`config.mk`:
```
export PLATFORM = sky130hd
export DESIGN_NAME = fwd_writeback
export DESIGN_NICKNAME = d
export VERILOG_FILES = /design/src/rtl/def.sv /design/src/rtl/load_tracker.sv /design/src/rtl/fwd_writeback.sv
export SDC_FILE = /design/constraint.sdc
export NUM_CORES = 1
export LEC_CHECK = 0
export ABC_AREA = 1
export CAP_MARGIN = 15
export CORE_MARGIN = 5
export CORE_UTILIZATION = 38
export DETAILED_ROUTE_END_ITERATION = 8
export PLACE_DENSITY = 0.81
export SYNTH_ARGS = -nofsm -noshare
export SYNTH_HDL_FRONTEND = slang
export SYNTH_SLANG_ARGS = --single-unit
```
`constraint.sdc`:
```
create_clock -name clk -period 1.4 [get_ports clk]
set_clock_uncertainty 0.2 [all_clocks]
set_input_delay 0.28 -clock clk [delete_from_list [all_inputs] [get_ports clk]]
set_output_delay 0.28 -clock clk [all_outputs]
set_load 0.05 [all_outputs]
```
`src/rtl/def.sv`:
```
// Shared pipeline types and constants used across the core's stages.
package def;

  localparam int XLEN  = 32;
  localparam int REG_W = 5;

  // One forwarding entry: a committed register value visible to the ALU.
  typedef struct packed {
    logic             enabled;
    logic [REG_W-1:0] key;
    logic [XLEN-1:0]  value;
  } fwdregkv;

  // True when an instruction's result actually lands in the register file.
  function automatic logic writes_reg(input logic reg_write, input logic [REG_W-1:0] rd);
    return reg_write && (rd != {REG_W{1'b0}});
  endfunction

endpackage

```
`src/rtl/load_tracker.sv`:
```
// Tracks the single outstanding memory response, flags protocol violations and
// tells the write-back stage when an exec or load result may be committed.
module load_tracker
  import def::*;
(
  input  logic             clk,
  input  logic             rstn,
  input  logic             flush,
  input  logic             exec_completed,
  input  logic [REG_W-1:0] exec_rd,
  input  logic             exec_reg_write,
  input  logic             exec_is_load,
  input  logic             mem_completed,
  output logic             exec_accept,
  output logic             load_commit,
  output logic             load_pending,
  output logic [REG_W-1:0] load_pending_key,
  output logic             proto_err
);

  typedef enum logic [1:0] {
    IDLE      = 2'd0,
    LOAD_WAIT = 2'd1,
    LOAD_DROP = 2'd2
  } state_t;

  state_t           state;
  state_t           state_nxt;
  logic [REG_W-1:0] key_nxt;
  logic             err_nxt;

  // Next-state, completion acceptance and protocol-violation decode
  always_comb begin
    state_nxt   = state;
    key_nxt     = load_pending_key;
    err_nxt     = proto_err;
    exec_accept = 1'b0;
    load_commit = 1'b0;
    case (state)
      IDLE: begin
        // No response is owed, so any data showing up is a violation.
        if (mem_completed) err_nxt = 1'b1;
        else               err_nxt = proto_err;
        if (exec_completed && !flush) begin
          if (!exec_is_load) begin
            exec_accept = 1'b1;
            state_nxt   = IDLE;
          end else if (writes_reg(exec_reg_write, exec_rd)) begin
            state_nxt = LOAD_WAIT;
            key_nxt   = exec_rd;
          end else begin
            // The response still arrives and must be swallowed.
            state_nxt = LOAD_DROP;
          end
        end else begin
          state_nxt = IDLE;
        end
      end
      LOAD_WAIT: begin
        // Issue must stall behind the pending load; any completion is illegal.
        if (exec_completed) err_nxt = 1'b1;
        else                err_nxt = proto_err;
        if (mem_completed) begin
          load_commit = !flush;
          state_nxt   = IDLE;
        end else if (flush) begin
          state_nxt = LOAD_DROP;
        end else begin
          state_nxt = LOAD_WAIT;
        end
      end
      LOAD_DROP: begin
        // Independent ALU work may retire, but a second load cannot issue.
        if (exec_completed && exec_is_load) begin
          err_nxt = 1'b1;
        end else if (exec_completed && !flush) begin
          exec_accept = 1'b1;
        end else begin
          exec_accept = 1'b0;
        end
        if (mem_completed) state_nxt = IDLE;
        else               state_nxt = LOAD_DROP;
      end
      default: begin
        state_nxt = IDLE;
      end
    endcase
  end

  // State, pending-load key and sticky error registers
  always_ff @(posedge clk or negedge rstn) begin
    if (!rstn) begin
      state            <= IDLE;
      load_pending_key <= {REG_W{1'b0}};
      proto_err        <= 1'b0;
    end else begin
      state            <= state_nxt;
      load_pending_key <= key_nxt;
      proto_err        <= err_nxt;
    end
  end

  assign load_pending = (state == LOAD_WAIT);

endmodule

```
`src/rtl/fwd_writeback.sv`:
```
// Write-back stage: commits ALU and load results to the register file and
// drives the two-deep, newest-first forwarding history consumed by the ALU.
module fwd_writeback
  import def::*;
(
  input  logic             clk,
  input  logic             rstn,
  input  logic             flush,
  input  logic             exec_completed,
  input  logic [REG_W-1:0] exec_rd,
  input  logic             exec_reg_write,
  input  logic             exec_is_load,
  input  logic [XLEN-1:0]  exec_result,
  input  logic             mem_completed,
  input  logic [XLEN-1:0]  mem_data,
  output fwdregkv          onestep_forwarding,
  output fwdregkv          twostep_forwarding,
  output logic             rf_we,
  output logic [REG_W-1:0] rf_waddr,
  output logic [XLEN-1:0]  rf_wdata,
  output logic             load_pending,
  output logic [REG_W-1:0] load_pending_key,
  output logic             proto_err
);

  logic             exec_accept;
  logic             load_commit;
  logic             commit_valid;
  logic [REG_W-1:0] commit_key;
  logic [XLEN-1:0]  commit_value;

  load_tracker u_load_tracker (
    .clk              (clk),
    .rstn             (rstn),
    .flush            (flush),
    .exec_completed   (exec_completed),
    .exec_rd          (exec_rd),
    .exec_reg_write   (exec_reg_write),
    .exec_is_load     (exec_is_load),
    .mem_completed    (mem_completed),
    .exec_accept      (exec_accept),
    .load_commit      (load_commit),
    .load_pending     (load_pending),
    .load_pending_key (load_pending_key),
    .proto_err        (proto_err)
  );

  // Select the committing result; load and exec commits never coincide
  always_comb begin
    commit_valid = 1'b0;
    commit_key   = exec_rd;
    commit_value = exec_result;
    if (load_commit) begin
      commit_valid = 1'b1;
      commit_key   = load_pending_key;
      commit_value = mem_data;
    end else begin
      commit_valid = exec_accept && writes_reg(exec_reg_write, exec_rd);
      commit_key   = exec_rd;
      commit_value = exec_result;
    end
  end

  // Shift the forwarding history and pulse the register-file write per commit
  always_ff @(posedge clk or negedge rstn) begin
    if (!rstn) begin
      onestep_forwarding <= '0;
      twostep_forwarding <= '0;
      rf_we              <= 1'b0;
      rf_waddr           <= {REG_W{1'b0}};
      rf_wdata           <= {XLEN{1'b0}};
    end else if (commit_valid) begin
      twostep_forwarding <= onestep_forwarding;
      onestep_forwarding <= '{enabled: 1'b1, key: commit_key, value: commit_value};
      rf_we              <= 1'b1;
      rf_waddr           <= commit_key;
      rf_wdata           <= commit_value;
    end else begin
      rf_we              <= 1'b0;
    end
  end

endmodule

```
==> results of run 1 <==
power breakdown:
part           total [mW]  leakage [nW]  internal, mW  switching, mW
sequential           4.21          1.03          3.16           1.06
clock                1.91         0.107          1.05          0.854
combinational        8.86          2.97          4.35           4.52
critical path, delay by kind of cell, from the launching register on:
| kind | cells | cell delay, ps |
|---|---|---|
| buffers and inverters | 3 | 380 |
| and+or+nand+nor | 1 | 90 |
| DFF | 1 | 410 |
synth_stat cells (all sizes together):
cell type and instances:
o21bai 1, nor2 7, inv 7, buf 65
a31o 1, dfrtp 85, nand2 248, clkbuf 8
nand3 118, nand4 1, o21ai 1, nand3b 1
stage by stage:
step           setup slack [ps]  area (um^2)  TNS [ps]  cells
2_1_floorplan             -62.8         4330     -2450    543
3_3_place_gp               -559         7460    -43610    833
3_5_place_dp               -633         7460    -47820    833
4_1_cts                    -223         8040    -19420    869
5_1_grt                    -364         8410    -32240    901
6_report                   -295         8410    -22250    901
state kept, by name, indices dropped and copies added, names as in the netlist:
register                         flops
onestep_forwarding                   1
rf_waddr                             5
rf_wdata                            32
rf_we                                1
twostep_forwarding                  38
u_load_tracker.load_pending_key      5
u_load_tracker.proto_err             1
u_load_tracker.state                 2
routing by layer:
metal	vias to the layer above	wire [um]	GRT usage
met1	2242	5720	0.262
li1	2119	-	-
met5	-	0	0
met3	52	1410	0.0580
met2	260	8600	0.410
met4	0	552	0.0767
repair_timing:
item / 4_1_cts / 5_1_grt
pin swaps: 8 / 14
gates resized for setup: 30 / 31
setup buffers: 14 / 29
endpoints found under the hold margin: 85 / 0
cloned: 6 / 3
setup endpoints to repair: 201 / 206
hold buffers: 1 / 0
logic make-up after synthesis:
logic type	share of synthesized area
compound gates	0.00502
buf+inv	0.121
flops	0.502
simple gates	0.372
cell type report:
type,instances,area (um^2),area share
Multi-Input combinational cell,378,1720,0.205
Inverter,7,26.3,0.00312
Clock buffer,12,145,0.0173
Tap cell,140,175,0.0208
Timing Repair Buffer,275,4090,0.486
Clock inverter,4,72.6,0.00863
Sequential cell,85,2180,0.259
worst paths after layout:
kind                                                           end  depth (start not counted)
min in group asynchronous                             rf_wdata[29]                          3
max in group asynchronous                             rf_wdata[27]                          3
worst max register to register                        rf_wdata[10]                         10
worst min-delay path            u_load_tracker.load_pending_key[2]                          3
worst max-delay path                                  load_pending                          4
worst min register to register            u_load_tracker.proto_err                          1
==> metrics.cfg, run 1 <==
[global_routing]
initial_antenna_violation_count=0
track_usage=0.227
number_of_global_route_vias_before_repair=4661
first_pass_grt_wire_length_um=23800
grt_start_max_net_pins=86
grt.overflow.total=0

[cells_and_area]
nets=832
insertedDiodeCount=0
most_frequent_cells_in_the_layout=sky130_fd_sc_hd__nand2_1, sky130_fd_sc_hd__buf_12, sky130_fd_sc_hd__nand3_1, sky130_fd_sc_hd__clkdlybuf4s50_1, sky130_fd_sc_hd__buf_4
drive_gt1_frac=0.384
final_common_cell=sky130_fd_sc_hd__nand2_1
syn2layout_area_growth_pct=98.6
utilization=0.772
filler_cell_count=700

[clock_network]
cts-buffers-inserted=9
cts.root.buffer_cell=sky130_fd_sc_hd__clkbuf_8
cts_tree=done
clock_insertion_delay_worst_skew_ps=340
tritoncts_num_sinks=85
path_clk_slew_ps=80
htree_levels=3
clockBufferDepth=2

[drt]
drt_iter0_markers=353
routed_wl_um=16300
drc_errors=0
route.antenna.remaining_nets=0
drt-wirelength-per-cell_um=18.1
firstDrtPassIters=5
vias=4673
drt-vias-per-instance=5.19

[placed_design]
io_buffer_count=196
place_congestion=0.812
place_hpwl_um=10600

[worst_setup_path]
timing.rr.start=u_load_tracker.state[0]
timing_worst_setup_path_type=reg -> out
critPathLaunch=u_load_tracker.state[1]
critPathSlowestCell=sky130_fd_sc_hd__dfrtp_1
worst_path_fanout_max=2
timing.critical_path.mode_cell=sky130_fd_sc_hd__buf_6
crit_path_max_incr_delay_ps=410
critPathCaptureType=output port
worst_ep_required_time_ps=920
worst_setup_path_start_kind=flop
cp_data_arrival_time_ps=1220
path_cells=buf_6 > nor2_4 > buf_6 > buf_12
rrSetupSlack_ps=-290

[sta]
fin_ws_ps=-295
period_needed_ps=1700
hold_viol_final=0
setup_viol=180
grt_setup_unrepaired=true
worst_rel_slew_slack=0.680
worst_hold_slack_ps=156
fmax_mhz=590
post-route-period-util=1.21
final_max_slew_viol_count=0
worst_pin_slew_ps=480

[synthesis]
yosysTopAreaCell=sky130_fd_sc_hd__dfrtp_1
synthTopCellsByArea=sky130_fd_sc_hd__dfrtp_1, sky130_fd_sc_hd__nand2_1, sky130_fd_sc_hd__nand3_1, sky130_fd_sc_hd__buf_4, sky130_fd_sc_hd__buf_2
synth_area_per_cell_um2=7.80
seq_area_frac_synth=0.502
ys_ff_latch=85
postSynthCellCount=543
yosys.area.top_type_share=0.502
synth.distinct_cells=18
synth_nets=619
synth.yosys.warnings=0
synth.cell_area_mm2=0.00424

[die]
rows=38
die_w_um=116
core_area_mm2=0.0109
floorplan.die.height_um=116
design.die.area_mm2=0.0134
initial_core_util=0.389
boundaryPins=197

[hold_path]
hold_start=exec_rd[2]
holdCritPathClass=in -> reg

[status]
failed_checks=negative setup slack
outcome=finished, violations left

[power_and_ir_drop]
power_density_mw_per_mm2=1780
worst_ir_drop_vdd_mv=1.17
finalPower_mw=15.0
power.leakage_nw=4.10

[run]
maxCapViolations=0

Note: power is estimated with default switching activity, not from simulation.
==> inputs of run 2 (changes only) <==
SYNTH_HIERARCHICAL = 1   (was not set)
==> metrics.cfg, run 2 <==
[status]
outcome=finished, violations left
failed_checks=negative setup slack

[power_and_ir_drop]
power_density_mw_per_mm2=1750  ; -1.7%
cellInternalPower_mw=8.69  ; +1.6%
p_clk_frac=0.127  ; about the same
finalPower_mw=15.1  ; +0.77%
netSwitchingFraction=0.424  ; -0.00450
power.switching_mw=6.41  ; -0.29%
worst_ir_drop_vdd_mv=1.09  ; -7.0%
pwr-share-comb=0.601  ; +0.010
power.leakage_nw=4.25  ; +3.6%
power_frac_seq=0.272  ; -0.009

[worst_setup_path]
worst_path_fanout_max=9  ; +7
worst_setup_path_start_kind=flop
critPathLaunch=u_load_tracker/state[1]
critPathCaptureType=flop
worst_ep_required_time_ps=1480  ; +560 ps
timing.rr.start=u_load_tracker/state[1]
timing_worst_setup_path_type=reg -> reg
cp_data_arrival_time_ps=1860  ; +640 ps

[drt]
firstDrtPassIters=5  ; unchanged
drt_iter0_markers=214  ; -39%
route.antenna.remaining_nets=0  ; unchanged
drt-vias-per-instance=4.94  ; -4.8%
routed_wl_um=15200  ; -6.4%
drt-wirelength-per-cell_um=16.4  ; -9.3%
vias=4591  ; -1.8%
drc_errors=0  ; unchanged

[synthesis]
postSynthCellCount=542  ; -0.18%
netlist_top_cells_count=sky130_fd_sc_hd__nand2_1, sky130_fd_sc_hd__dfrtp_1, sky130_fd_sc_hd__nand3_1, sky130_fd_sc_hd__buf_4, sky130_fd_sc_hd__buf_2
synth-edff-count=0  ; unchanged
synth.cell_area_mm2=0.00426  ; +0.50%
seq_area_frac_synth=0.500  ; -0.00251
synth.yosys.warnings=6  ; +6
synth-main-ff-cell=sky130_fd_sc_hd__dfrtp_1
yosys.area.top_type_share=0.500  ; -0.00251
synthTopCellsByArea=sky130_fd_sc_hd__dfrtp_1, sky130_fd_sc_hd__nand2_1, sky130_fd_sc_hd__nand3_1, sky130_fd_sc_hd__buf_4, sky130_fd_sc_hd__buf_2
synth_async_sr_flop_share=1.00  ; unchanged
synth.distinct_cells=20  ; +2
yosysTopAreaCell=sky130_fd_sc_hd__dfrtp_1
ys_ff_latch=85  ; unchanged
synth_nets=618  ; -0.16%
synth_area_per_cell_um2=7.85  ; +0.69%
yosysMostFrequentCell=sky130_fd_sc_hd__nand2_1

[cells_and_area]
top_register=twostep_forwarding
final_common_cell=sky130_fd_sc_hd__nand2_1
drive_gt1_frac=0.403  ; +0.0188
reg.largest.list=twostep_forwarding (38), rf_wdata (32)
most_frequent_cells_in_the_layout=sky130_fd_sc_hd__nand2_1, sky130_fd_sc_hd__buf_12, sky130_fd_sc_hd__buf_4, sky130_fd_sc_hd__clkdlybuf4s50_1, sky130_fd_sc_hd__nand3_1
nets=861  ; +3.5%
insertedDiodeCount=0  ; unchanged
largest_register_ffs=38  ; unchanged
syn2layout_area_growth_pct=103

[sta]
fmax_mhz=563  ; -4.6%
setup_viol=170  ; -5.6%
worst_pin_slew_ps=297  ; -183 ps
final_max_slew_viol_count=0  ; unchanged
period_needed_ps=1780  ; +82.2 ps
fin_ws_ps=-377  ; -82.2 ps
worst_hold_slack_ps=130  ; -26.2 ps
hold_viol_final=0  ; unchanged
grt_setup_unrepaired=true
worst_rel_slew_slack=0.800  ; +0.120
post-route-period-util=1.27  ; +0.0587

[global_routing]
track_usage=0.220  ; -0.00747
grt.overflow.total=0  ; unchanged
first_pass_grt_wire_length_um=23500  ; -1.3%
initial_antenna_violation_count=0  ; unchanged
number_of_global_route_vias_before_repair=4834  ; +3.7%
grt_start_max_net_pins=49  ; -43%

[clock_network]
htree_levels=3  ; unchanged
clock_insertion_delay_worst_skew_ps=340  ; about the same
cts-buffers-inserted=9  ; unchanged
cts_tree=done
cts.root.buffer_cell=sky130_fd_sc_hd__clkbuf_8
clockBufferDepth=2  ; unchanged
tritoncts_num_sinks=85  ; unchanged
path_clk_slew_ps=90  ; about the same

[placed_design]
io_buffer_count=196  ; unchanged
place_hpwl_um=10400  ; -1.6%
place_congestion=0.849  ; +4.5%

[run]
maxCapViolations=0  ; unchanged

[die]
core_area_mm2=0.0109  ; unchanged
design.die.area_mm2=0.0134  ; +0.46%
initial_core_util=0.391  ; +0.00195
die_w_um=116  ; +0.23%
rows=38  ; unchanged
floorplan.die.height_um=116  ; +0.23%
boundaryPins=197  ; unchanged

[hold_path]
holdCritPathClass=in -> reg
hold_start=mem_completed

==> run 2: changes by cell type after synthesis, moves of 2 or more <==
cell,delta
sky130_fd_sc_hd__nand3_1,-37
sky130_fd_sc_hd__nand2_1,+28
sky130_fd_sc_hd__buf_4,+8
sky130_fd_sc_hd__buf_2,-7
sky130_fd_sc_hd__clkbuf_1,-4
sky130_fd_sc_hd__nand4_1,+4
sky130_fd_sc_hd__inv_2,+3
sky130_fd_sc_hd__nand3_4,+2
sky130_fd_sc_hd__nor2_1,+2
sky130_fd_sc_hd__nor4_1,+2
==> run 2: area by class of cell <==
cell class                 instances  area (um^2)
multi-input combinational        379         1750
timing repair buffer             301         4260
clock buffer                      11          141
tap                              140          175
clock inverter                     5         85.1
inverter                           9         33.8
sequential                        85         2170
fill                             629         2260
==> run 2: metal layers <==
metal / GRT usage / share of wire / vias up
met2: 0.393 / 0.53 / 187
met5: 0 / 0 / -
li1: - / - / 2160
met4: 0.0959 / 0.032 / 0
met1: 0.251 / 0.36 / 2199
met3: 0.0501 / 0.070 / 45
==> run 2: kinds of logic after synthesis <==
group / share of synthesized area
buffers and inverters: 0.122
AOI/OAI and AO/OA: 0.00441
DFF: 0.500
and+or+nand+nor: 0.374
==> run 2: through the flow <==
step	std cells	setup WS (ps)	utilization	TNS, ps	cell area (um^2)
global placement	842	-776	0.692	-59330	7530
floorplan	542	-342	-	-24570	4320
CTS	914	-328	0.765	-27510	8330
finish	930	-377	0.792	-28730	8620
detailed placement	842	-861	0.692	-63570	7530
global route	930	-470	0.792	-41390	8620
==> run 2: power groups by stage <==
stage | sequential, mW | clock, mW | combinational (mW)
2_1_floorplan | 5.87 | 0 | 1.98
3_3_place_gp | 4.18 | 0 | 8.07
3_5_place_dp | 4.23 | 0 | 8.19
4_1_cts | 4.10 | 1.96 | 8.85
5_1_grt | 4.22 | 2.06 | 9.39
6_report | 4.11 | 1.92 | 9.07
==> run 2: what timing repair did <==
item | in CTS | in global routing
gates resized for setup | 32 | 27
endpoints found under the hold margin | 85 | 0
endpoints found under the setup margin | 202 | 205
cloned | 1 | 4
hold buffers | 1 | 0
pin swaps | 8 | 22
buffers inserted | 55 | 12
==> run 2: final timing paths <==
path / end / slack (ps) / cells after the start
worst min register to register: twostep_forwarding[1] / 340 / 2
max in group asynchronous: rf_wdata[0] / 450 / 3
worst min-delay path: u_load_tracker/proto_err / 130 / 3
min in group asynchronous: twostep_forwarding[19] / 280 / 3
worst max register to register: twostep_forwarding[4] / -380 / 7
worst max-delay path: twostep_forwarding[4] / -380 / 7
==> run 2: critical path: stages, from the launching register on <==
cell and delay [ps]:
sky130_fd_sc_hd__dfrtp_1 420, sky130_fd_sc_hd__nor4_4 340, sky130_fd_sc_hd__inv_2 120, sky130_fd_sc_hd__nand2_4 160, sky130_fd_sc_hd__buf_12 160, sky130_fd_sc_hd__clkbuf_16 160
sky130_fd_sc_hd__nand3_1 80, sky130_fd_sc_hd__nand2_1 80
